### src/rtl/accu_stream_pkg.sv
// -----------------------------------------------------------------------------
// accu_stream_pkg: width helpers, group-length clamp and sample extension.
// Rev 1.0
// -----------------------------------------------------------------------------
`default_nettype none

package accu_stream_pkg;

  localparam int unsigned DEF_DATA_W = 8;
  localparam int unsigned DEF_MAX_N  = 4;

  function automatic int unsigned calc_out_w(input int unsigned data_w,
                                             input int unsigned max_n);
    return data_w + $clog2(max_n);
  endfunction

  function automatic int unsigned calc_cnt_w(input int unsigned max_n);
    return $clog2(max_n + 1);
  endfunction

  // A length of 0 or anything beyond max_n selects the full group length.
  function automatic int unsigned clamp_n(input int unsigned cfg,
                                          input int unsigned max_n);
    return ((cfg == 0) || (cfg > max_n)) ? max_n : cfg;
  endfunction

  function automatic logic [63:0] ext(input logic [63:0] data,
                                      input int unsigned data_w,
                                      input bit          is_signed);
    logic [63:0] mask;
    mask = ~64'd0 << data_w;
    if (is_signed && data[data_w-1]) begin
      return data | mask;
    end
    return data & ~mask;
  endfunction

endpackage

`default_nettype wire

### src/rtl/accu_out_slot.sv
// -----------------------------------------------------------------------------
// accu_out_slot: single-entry valid/ready output register (load, hold, drain).
// Rev 1.0
// -----------------------------------------------------------------------------
`default_nettype none

module accu_out_slot #(
  parameter int unsigned PAYLOAD_W = 8
) (
  input  logic                 clk,
  input  logic                 rst_n,
  input  logic                 i_load,
  input  logic [PAYLOAD_W-1:0] i_data,
  input  logic                 i_ready,
  output logic                 o_valid,
  output logic [PAYLOAD_W-1:0] o_data,
  output logic                 o_space
);

  logic                 r_valid;
  logic [PAYLOAD_W-1:0] r_data;

  // Space exists when empty or when the held entry drains this cycle.
  assign o_space = !r_valid || i_ready;
  assign o_valid = r_valid;
  assign o_data  = r_data;

  always_ff @(posedge clk or negedge rst_n) begin
    if (!rst_n) begin
      r_valid <= 1'b0;
      r_data  <= '0;
    end else if (i_load) begin
      r_valid <= 1'b1;
      r_data  <= i_data;
    end else if (r_valid && i_ready) begin
      r_valid <= 1'b0;
    end
  end

endmodule

`default_nettype wire

### src/rtl/accu_stream_param.sv
// -----------------------------------------------------------------------------
// accu_stream_param: sums groups of up to MAX_N beats, one result per group.
// Rev 1.0
// -----------------------------------------------------------------------------
`default_nettype none

module accu_stream_param
  import accu_stream_pkg::*;
#(
  parameter int unsigned DATA_W = DEF_DATA_W,
  parameter int unsigned MAX_N  = DEF_MAX_N,
  parameter int unsigned SIGNED = 0,
  parameter int unsigned OUT_W  = calc_out_w(DATA_W, MAX_N),
  parameter int unsigned CNT_W  = calc_cnt_w(MAX_N)
) (
  input  logic              clk,
  input  logic              rst_n,
  input  logic [CNT_W-1:0]  cfg_n,
  input  logic              valid_a,
  output logic              ready_a,
  input  logic [DATA_W-1:0] data_in,
  input  logic              last_a,
  output logic              valid_b,
  input  logic              ready_b,
  output logic [OUT_W-1:0]  data_out,
  output logic [CNT_W-1:0]  cnt_out,
  output logic              early_out
);

  localparam int unsigned PAYLOAD_W = OUT_W + CNT_W + 1;

  logic [OUT_W-1:0]     r_acc;
  logic [CNT_W-1:0]     r_cnt;
  logic [CNT_W-1:0]     r_n_lat;

  logic [CNT_W-1:0]     w_cfg_clamped;
  logic [CNT_W-1:0]     w_eff_n;
  logic [CNT_W-1:0]     w_cnt_inc;
  logic [63:0]          w_ext_full;
  logic                 w_unused_ext;
  logic [OUT_W-1:0]     w_sample;
  logic [OUT_W-1:0]     w_sum;
  logic                 w_accept;
  logic                 w_final;
  logic                 w_early;
  logic                 w_space;
  logic [PAYLOAD_W-1:0] w_payload_in;
  logic [PAYLOAD_W-1:0] w_payload_out;

  assign w_cfg_clamped = CNT_W'(clamp_n(32'(cfg_n), MAX_N));
  // The first beat of a group sees the live length; later beats the latched one.
  assign w_eff_n       = (r_cnt == '0) ? w_cfg_clamped : r_n_lat;
  assign w_cnt_inc     = r_cnt + CNT_W'(1);

  assign w_ext_full    = ext(64'(data_in), DATA_W, SIGNED != 0);
  assign w_sample      = w_ext_full[OUT_W-1:0];
  assign w_unused_ext  = ^w_ext_full[63:OUT_W];
  assign w_sum         = r_acc + w_sample;

  assign ready_a       = w_space;
  assign w_accept      = valid_a && w_space;
  assign w_final       = w_accept && ((w_cnt_inc == w_eff_n) || last_a);
  assign w_early       = last_a && (w_cnt_inc != w_eff_n);
  assign w_payload_in  = {w_sum, w_cnt_inc, w_early};

  always_ff @(posedge clk or negedge rst_n) begin
    if (!rst_n) begin
      r_acc   <= '0;
      r_cnt   <= '0;
      r_n_lat <= CNT_W'(MAX_N);
    end else if (w_accept) begin
      if (r_cnt == '0) begin
        r_n_lat <= w_cfg_clamped;
      end
      if (w_final) begin
        r_acc <= '0;
        r_cnt <= '0;
      end else begin
        r_acc <= w_sum;
        r_cnt <= w_cnt_inc;
      end
    end
  end

  accu_out_slot #(
    .PAYLOAD_W (PAYLOAD_W)
  ) u_out_slot (
    .clk     (clk),
    .rst_n   (rst_n),
    .i_load  (w_final),
    .i_data  (w_payload_in),
    .i_ready (ready_b),
    .o_valid (valid_b),
    .o_data  (w_payload_out),
    .o_space (w_space)
  );

  assign data_out  = w_payload_out[PAYLOAD_W-1 -: OUT_W];
  assign cnt_out   = w_payload_out[CNT_W:1];
  assign early_out = w_payload_out[0];

endmodule

`default_nettype wire

### config.mk
export PLATFORM = sky130hd
export DESIGN_NAME = accu_stream_param
export DESIGN_NICKNAME = d
export VERILOG_FILES = /design/src/rtl/accu_stream_pkg.sv /design/src/rtl/accu_out_slot.sv /design/src/rtl/accu_stream_param.sv
export SDC_FILE = /design/constraint.sdc
export NUM_CORES = 1
export LEC_CHECK = 0
export ABC_CLOCK_PERIOD_IN_PS = 2400
export BUFFER_PORTS_ARGS = -buffer_cell sky130_fd_sc_hd__buf_2
export CORE_MARGIN = 3
export CORE_UTILIZATION = 30
export CTS_BUF_LIST = sky130_fd_sc_hd__clkbuf_8
export CTS_CLUSTER_DIAMETER = 30
export DETAILED_ROUTE_END_ITERATION = 6
export GPL_TIMING_DRIVEN = 0
export HOLD_SLACK_MARGIN = 0.15
export PLACE_DENSITY = 0.56
export SETUP_SLACK_MARGIN = 0.05
export SLEW_MARGIN = 15
export SYNTH_ARGS = -nofsm -noshare
export SYNTH_HDL_FRONTEND = slang
export SYNTH_SLANG_ARGS = --single-unit
### constraint.sdc
create_clock -name clk -period 2.4 [get_ports clk]
set_clock_uncertainty 0.05 [all_clocks]
set_input_delay 0.12 -clock clk [delete_from_list [all_inputs] [get_ports clk]]
set_output_delay 0.12 -clock clk [all_outputs]
set_load 0.005 [all_outputs]
Yosys cells after proc, flatten, opt, wreduce, memory -nomap -nowiden

Index checks and enable logic that the tools add are counted.

Add/subtract/negate cells: 2
$mul: 0
Divide/modulo/power cells: 0
Order comparisons: 1
Eq/ne operators: 2
Shifts and indexed selects: 0
Muxes and demuxes: 6
Bitwise operators: 0
Reductions and logical operators: 11

Operators by type and width:

| cell                                                  | number |
|---|---|
| adder 10 x 8 -> 10 bit                                | 1 |
| 2-to-1 mux 10 bit                                     | 1 |
| 2-to-1 mux 3 bit                                      | 3 |
| logical NOT 3 bit                                     | 2 |
| logical AND 1 bit                                     | 4 |
| adder 3 x 1 -> 3 bit (second input constant)          | 1 |
| == test 3 bit                                         | 1 |
| greater-than comparator 3 bit (second input constant) | 1 |
| logical OR 1 bit                                      | 3 |
| inequality test 3 bit                                 | 1 |
| 2-to-1 mux 1 bit                                      | 2 |
| nonzero test 2 bit                                    | 1 |
| logical NOT 1 bit                                     | 1 |

Register bits after elaboration: 31
Bits in latches: 0
Memory bits (writable): 0
ROM bits: 0
Output and inout bits: 16
Memories: 0

Depth between registers and ports, before layout

Word-level depth: 8
Depth in mapped cells: 9
Depth with buffers taken out: 9

By module

A second synthesis with hierarchy kept.

Cell total of the unflattened synthesis: 156
Area, all modules: 1765.4 um^2

Modules (own cells, without submodules):

| module            | instances | cells each | area an instance (um^2) | seq. area each (um^2) |
|---|---|---|---|---|
| accu_stream_param | 1         | 123        | 1154.9                  | 401.6 |
| accu_out_slot     | 1         | 33         | 610.6                   | 375.4 |

Least setup slack after synthesis

No wires, ideal clock.

Path type: reg2reg
Start point: register r_cnt[0]
End point: register u_out_slot.r_data[10], in the netlist u_out_slot.o_data[10]
Arrival: 2.023 ns
Data required time: 2.225 ns
Setup slack: 0.202 ns
Stages on the path, launching flop included: 10
Buffers on the path: 1
Clock period less this slack: 2.198 ns
Cells stage by stage: dfrtp_1 inv_1 ha_1 nor2b_2 mux2i_1 xor2_1 a31o_4 and2_4 buf_6 mux2_4

Elaborated cells on any way between the ends: 6
Classes of those cells: add/sub: 1; eq/ne: 1; mux: 1; reduce/logical: 3

RTL lines:

| element                  | RTL line                | source |
|---|---|---|
| start: declaration       | accu_stream_param.sv:33 | `logic [CNT_W-1:0] r_cnt;` |
| start signal: assignment | accu_stream_param.sv:80 | `r_cnt <= w_cnt_inc;` |
| adder 3 x 1 -> 3 bit     | accu_stream_param.sv:53 | `assign w_cnt_inc = r_cnt + CNT_W'(1);` |
| via u_out_slot.i_data[1] | accu_out_slot.sv:13     | `input logic [PAYLOAD_W-1:0] i_data,` |
| == test 3 bit            | accu_stream_param.sv:62 | `assign w_final = w_accept && ((w_cnt_inc == w_eff_n) \|\| last_a);` |
| logical OR 1 bit         | accu_stream_param.sv:62 |  |
| logical AND 1 bit        | accu_stream_param.sv:62 |  |
| end signal: assignment   | accu_out_slot.sv:34     | `r_data <= i_data;` |
| end: declaration         | accu_out_slot.sv:21     | `logic [PAYLOAD_W-1:0] r_data;` |

The timed path passes the listed nets, and every way through them passes these cells.
A chain may end at the register's enable or synchronous reset.

Worst setup path after layout

Start point: register r_cnt[0]
End point: register u_out_slot.r_data[6], in the netlist u_out_slot.o_data[6]

The elaborated chain is that of the path after synthesis.

==> summary.md <==
| Metric | Value |
|---|---|
| Outcome | complete, no violations |
| Min-Delay Path Class | primary input to flop |
| Vias per cell | 4.69 |
| Post-route ant nets | 0 |
| Vias in the first global route | 1,260 |
| Synth Register Bits | 31 |
| Critical setup path kind | flop to flop |
| Pin count of the biggest net entering global routing | 32 |
| Sw Share | 35.7% |
| Worst EP required | 2.52 ns |
| Yosys warns | 0 |
| Least-Margin Pin Slew | 0.726 ns |
| Clock sinks | 31 |
| Clock share of power | 14.2% |
| VDD IR-drop max | 0.607 mV |
| Initial detailed-routing violation count | 38 |
| Synth Flop Type | dfrtp_1 |
| I/O Buffers | 31 |
| Synth area leaders | dfrtp_1 (43%), ha_1 (7.9%), xnor2_1 (4.5%) |
| R2r endpoint | u_out_slot.o_data[6] |
| Internal power | 1.77 mW |
| RSZ-0062 raised after global routing | no |
| Count leader, synth | dfrtp_1 |
| Area growth syn-to-layout | 26.0% |
| GRT Total Usage | 12.5% |
| CTS buffer count | 5 |
| Sequential Power Share | 32.6% |
| P_leak | 1.05 nW |
| Post-Syn Instances | 161 |
| P_sw | 979 uW |
| First-pass GRT wire length | 6250 um |
| Synth async-reset ratio | 100% |
| Starting Density | 31.3% |
| Die height | 82.0 um |
| GR Overflow Total | 0 |
| Final nets | 239 |
| Fin. max-slew vios | 0 |
| Final GP Congestion | 0.686 |
| Clock Path Buffers | 2 |
| Synth area leader | dfrtp_1 |
| CTS tree | done |
| Max Freq | 0.442 GHz |
| Syn nets | 189 |
| H-tree Lvls | 2 |
| Startpoint Class | flop |
| Mapped Area | 1730 um2 |
| Post-synth EDFFs | 0 |
| Clock Pin Slew Worst Setup and Hold Paths | 0.07 ns |
| Core box area | 5540 um2 |
| Ant. Diodes | 0 |
| Wire per inst | 13.2 um |
| Comb pwr share | 53.2% |
| Share of cells above drive strength 1 | 32.5% |
| DIE WIDTH | 82.0 um |
| Power Dens Cells | 1260 nW/um2 |
| Crit path arrival time | 2.38 ns |
| DRC errors left | 0 |
| Worst Setup SP | r_cnt[0] |
| CTS Root Cell | clkbuf_8 |
| Mean Syn Cell Area | 10.8 um2 |
| Final HPWL from detailed placement | 2580 um |
| Reg-to-Reg Start | r_cnt[0] |
| Top cell type's share of synthesized area | 43.3% |
| Clock Latency Late Sink | 0.29 ns |
| Max_cap viols | 0 |
| Relative slew slack | 51.6% |
| Post-route fraction of the period consumed by the critical path | 94.2% |
| Final wirelength | 3750 um |
| DR pass1 iterations | 4 |
| Fin area | 2190 um2 |
| I/O pins | 32 |
| R2R cell count | 9 |
| Setup crit end | u_out_slot.o_data[6] |
| Die area | 6730 um2 |
| Reg-to-reg setup timing slack | 0.14 ns |
| Initial antenna violation count | 0 |
| Register area share after synthesis | 44.8% |
| Crit path time final | 2.26 ns |
| Vias | 1,331 |
| Synth cell count leaders | dfrtp_1 (30), nand2_1 (18), ha_1 (11) |
| Worst-path maximum fanout | 9 |
| Synth unique cells | 40 |
| Tot Pwr | 2.75 mW |
| Num rows | 27 |
| CP Capture Type | flop |
| Area after DPL | 1980 um2 |
| Final hold violation count | 0 |
| Final count of negative-setup-slack endpoints | 0 |
layout make-up:
cell class | count | area [um2]
multi-input cells | 116 | 913
clock inverters | 3 | 12.5
well taps | 72 | 90.1
repair buffers | 43 | 253
clock buffers | 5 | 68.8
inverters | 10 | 37.5
plain buffers | 4 | 32.5
flip-flops and latches | 31 | 778
fillers | 569 | 3350
cell families (layout without fill, tap and decap cells):
kind of cell               Yosys count  in the layout  synth area share (%)
xor gates and xnor gates            11             11                  5.56
buffers and inverters               14             65                  3.54
adders and majority gates           12             12                  9.09
muxes                               15             15                  10.5
DFF                                 31             31                  44.8
AOI/OAI and AO/OA                   38             38                  15.1
and+or+nand+nor                     40             40                  11.5
how the worst min path moves through the flow:
stage | start | end | cells past startpoint
detailed placement | rst_n | r_n_lat[0] | 1
floorplan | rst_n | r_acc[0] | 0
finish | cfg_n[2] | r_n_lat[2] | 4
CTS | cfg_n[2] | r_n_lat[2] | 4
global placement | rst_n | r_n_lat[0] | 1
global route | cfg_n[2] | r_n_lat[2] | 4
power groups by stage:
| stage | Sequential [mW] | Clock [mW] | Combinational, mW |
|---|---|---|---|
| 2_1_floorplan | 0.904 | 0 | 0.880 |
| 5_1_grt | 0.933 | 0.434 | 1.63 |
| 4_1_cts | 0.913 | 0.409 | 1.39 |
| 3_5_place_dp | 0.917 | 0 | 1.21 |
| 6_report | 0.896 | 0.390 | 1.46 |
| 3_3_place_gp | 0.910 | 0 | 1.20 |
sequential cells by signal, summed over array words and instances, names as in the netlist:
name,flops
r_n_lat,3
u_out_slot.o_data,14
u_out_slot.o_valid,1
r_cnt,3
r_acc,10
layout by cell type, fill, tap and decap left out, drive strengths merged, types with 7 or more instances in the layout:
cell / instances
dfrtp: 30
ha: 11
xnor2: 9
inv: 12
o21ai: 9
a21oi: 9
clkbuf: 7
buf: 42
mux2: 10
nand2: 18
critical path: stages (launching register included):
cell and delay (ns):
dfrtp_2 0.43, inv_2 0.09, ha_4 0.13, nor2b_4 0.17
mux2i_1 0.24, xor2_1 0.24, a31o_4 0.20, and2_4 0.15
buf_12 0.13, mux2_4 0.30
repair_timing:
item                                   CTS  global route
setup endpoints to repair                7            18
hold buffers                             3             0
resized for setup                        3             4
endpoints found under the hold margin   32             0
setup buffers                            6             3
pin swaps                                2             3
stage by stage:
step	setup WS [ns]	hold slack [ns]	utilization [%]	TNS, ns	std cells
2_1_floorplan	0.202	-0.226	-	0	161
3_3_place_gp	-0.0142	0.175	35.7	-0.0544	264
3_5_place_dp	-0.0159	0.172	35.7	-0.0549	264
4_1_cts	0.0571	0.171	38.7	0	281
5_1_grt	0.0351	0.183	39.5	0	284
6_report	0.139	0.170	39.5	0	284
metal layers:
| metal | global-route usage [%] | vias up | wire length [um] |
|---|---|---|---|
| li1 | - | 666 | - |
| met1 | 16.7 | 634 | 1830 |
| met2 | 19.1 | 26 | 1700 |
| met3 | 4.28 | 5 | 176 |
| met4 | 3.49 | 0 | 40 |
| met5 | 0 | - | 0 |
Power figures use the tool's default switching activity.
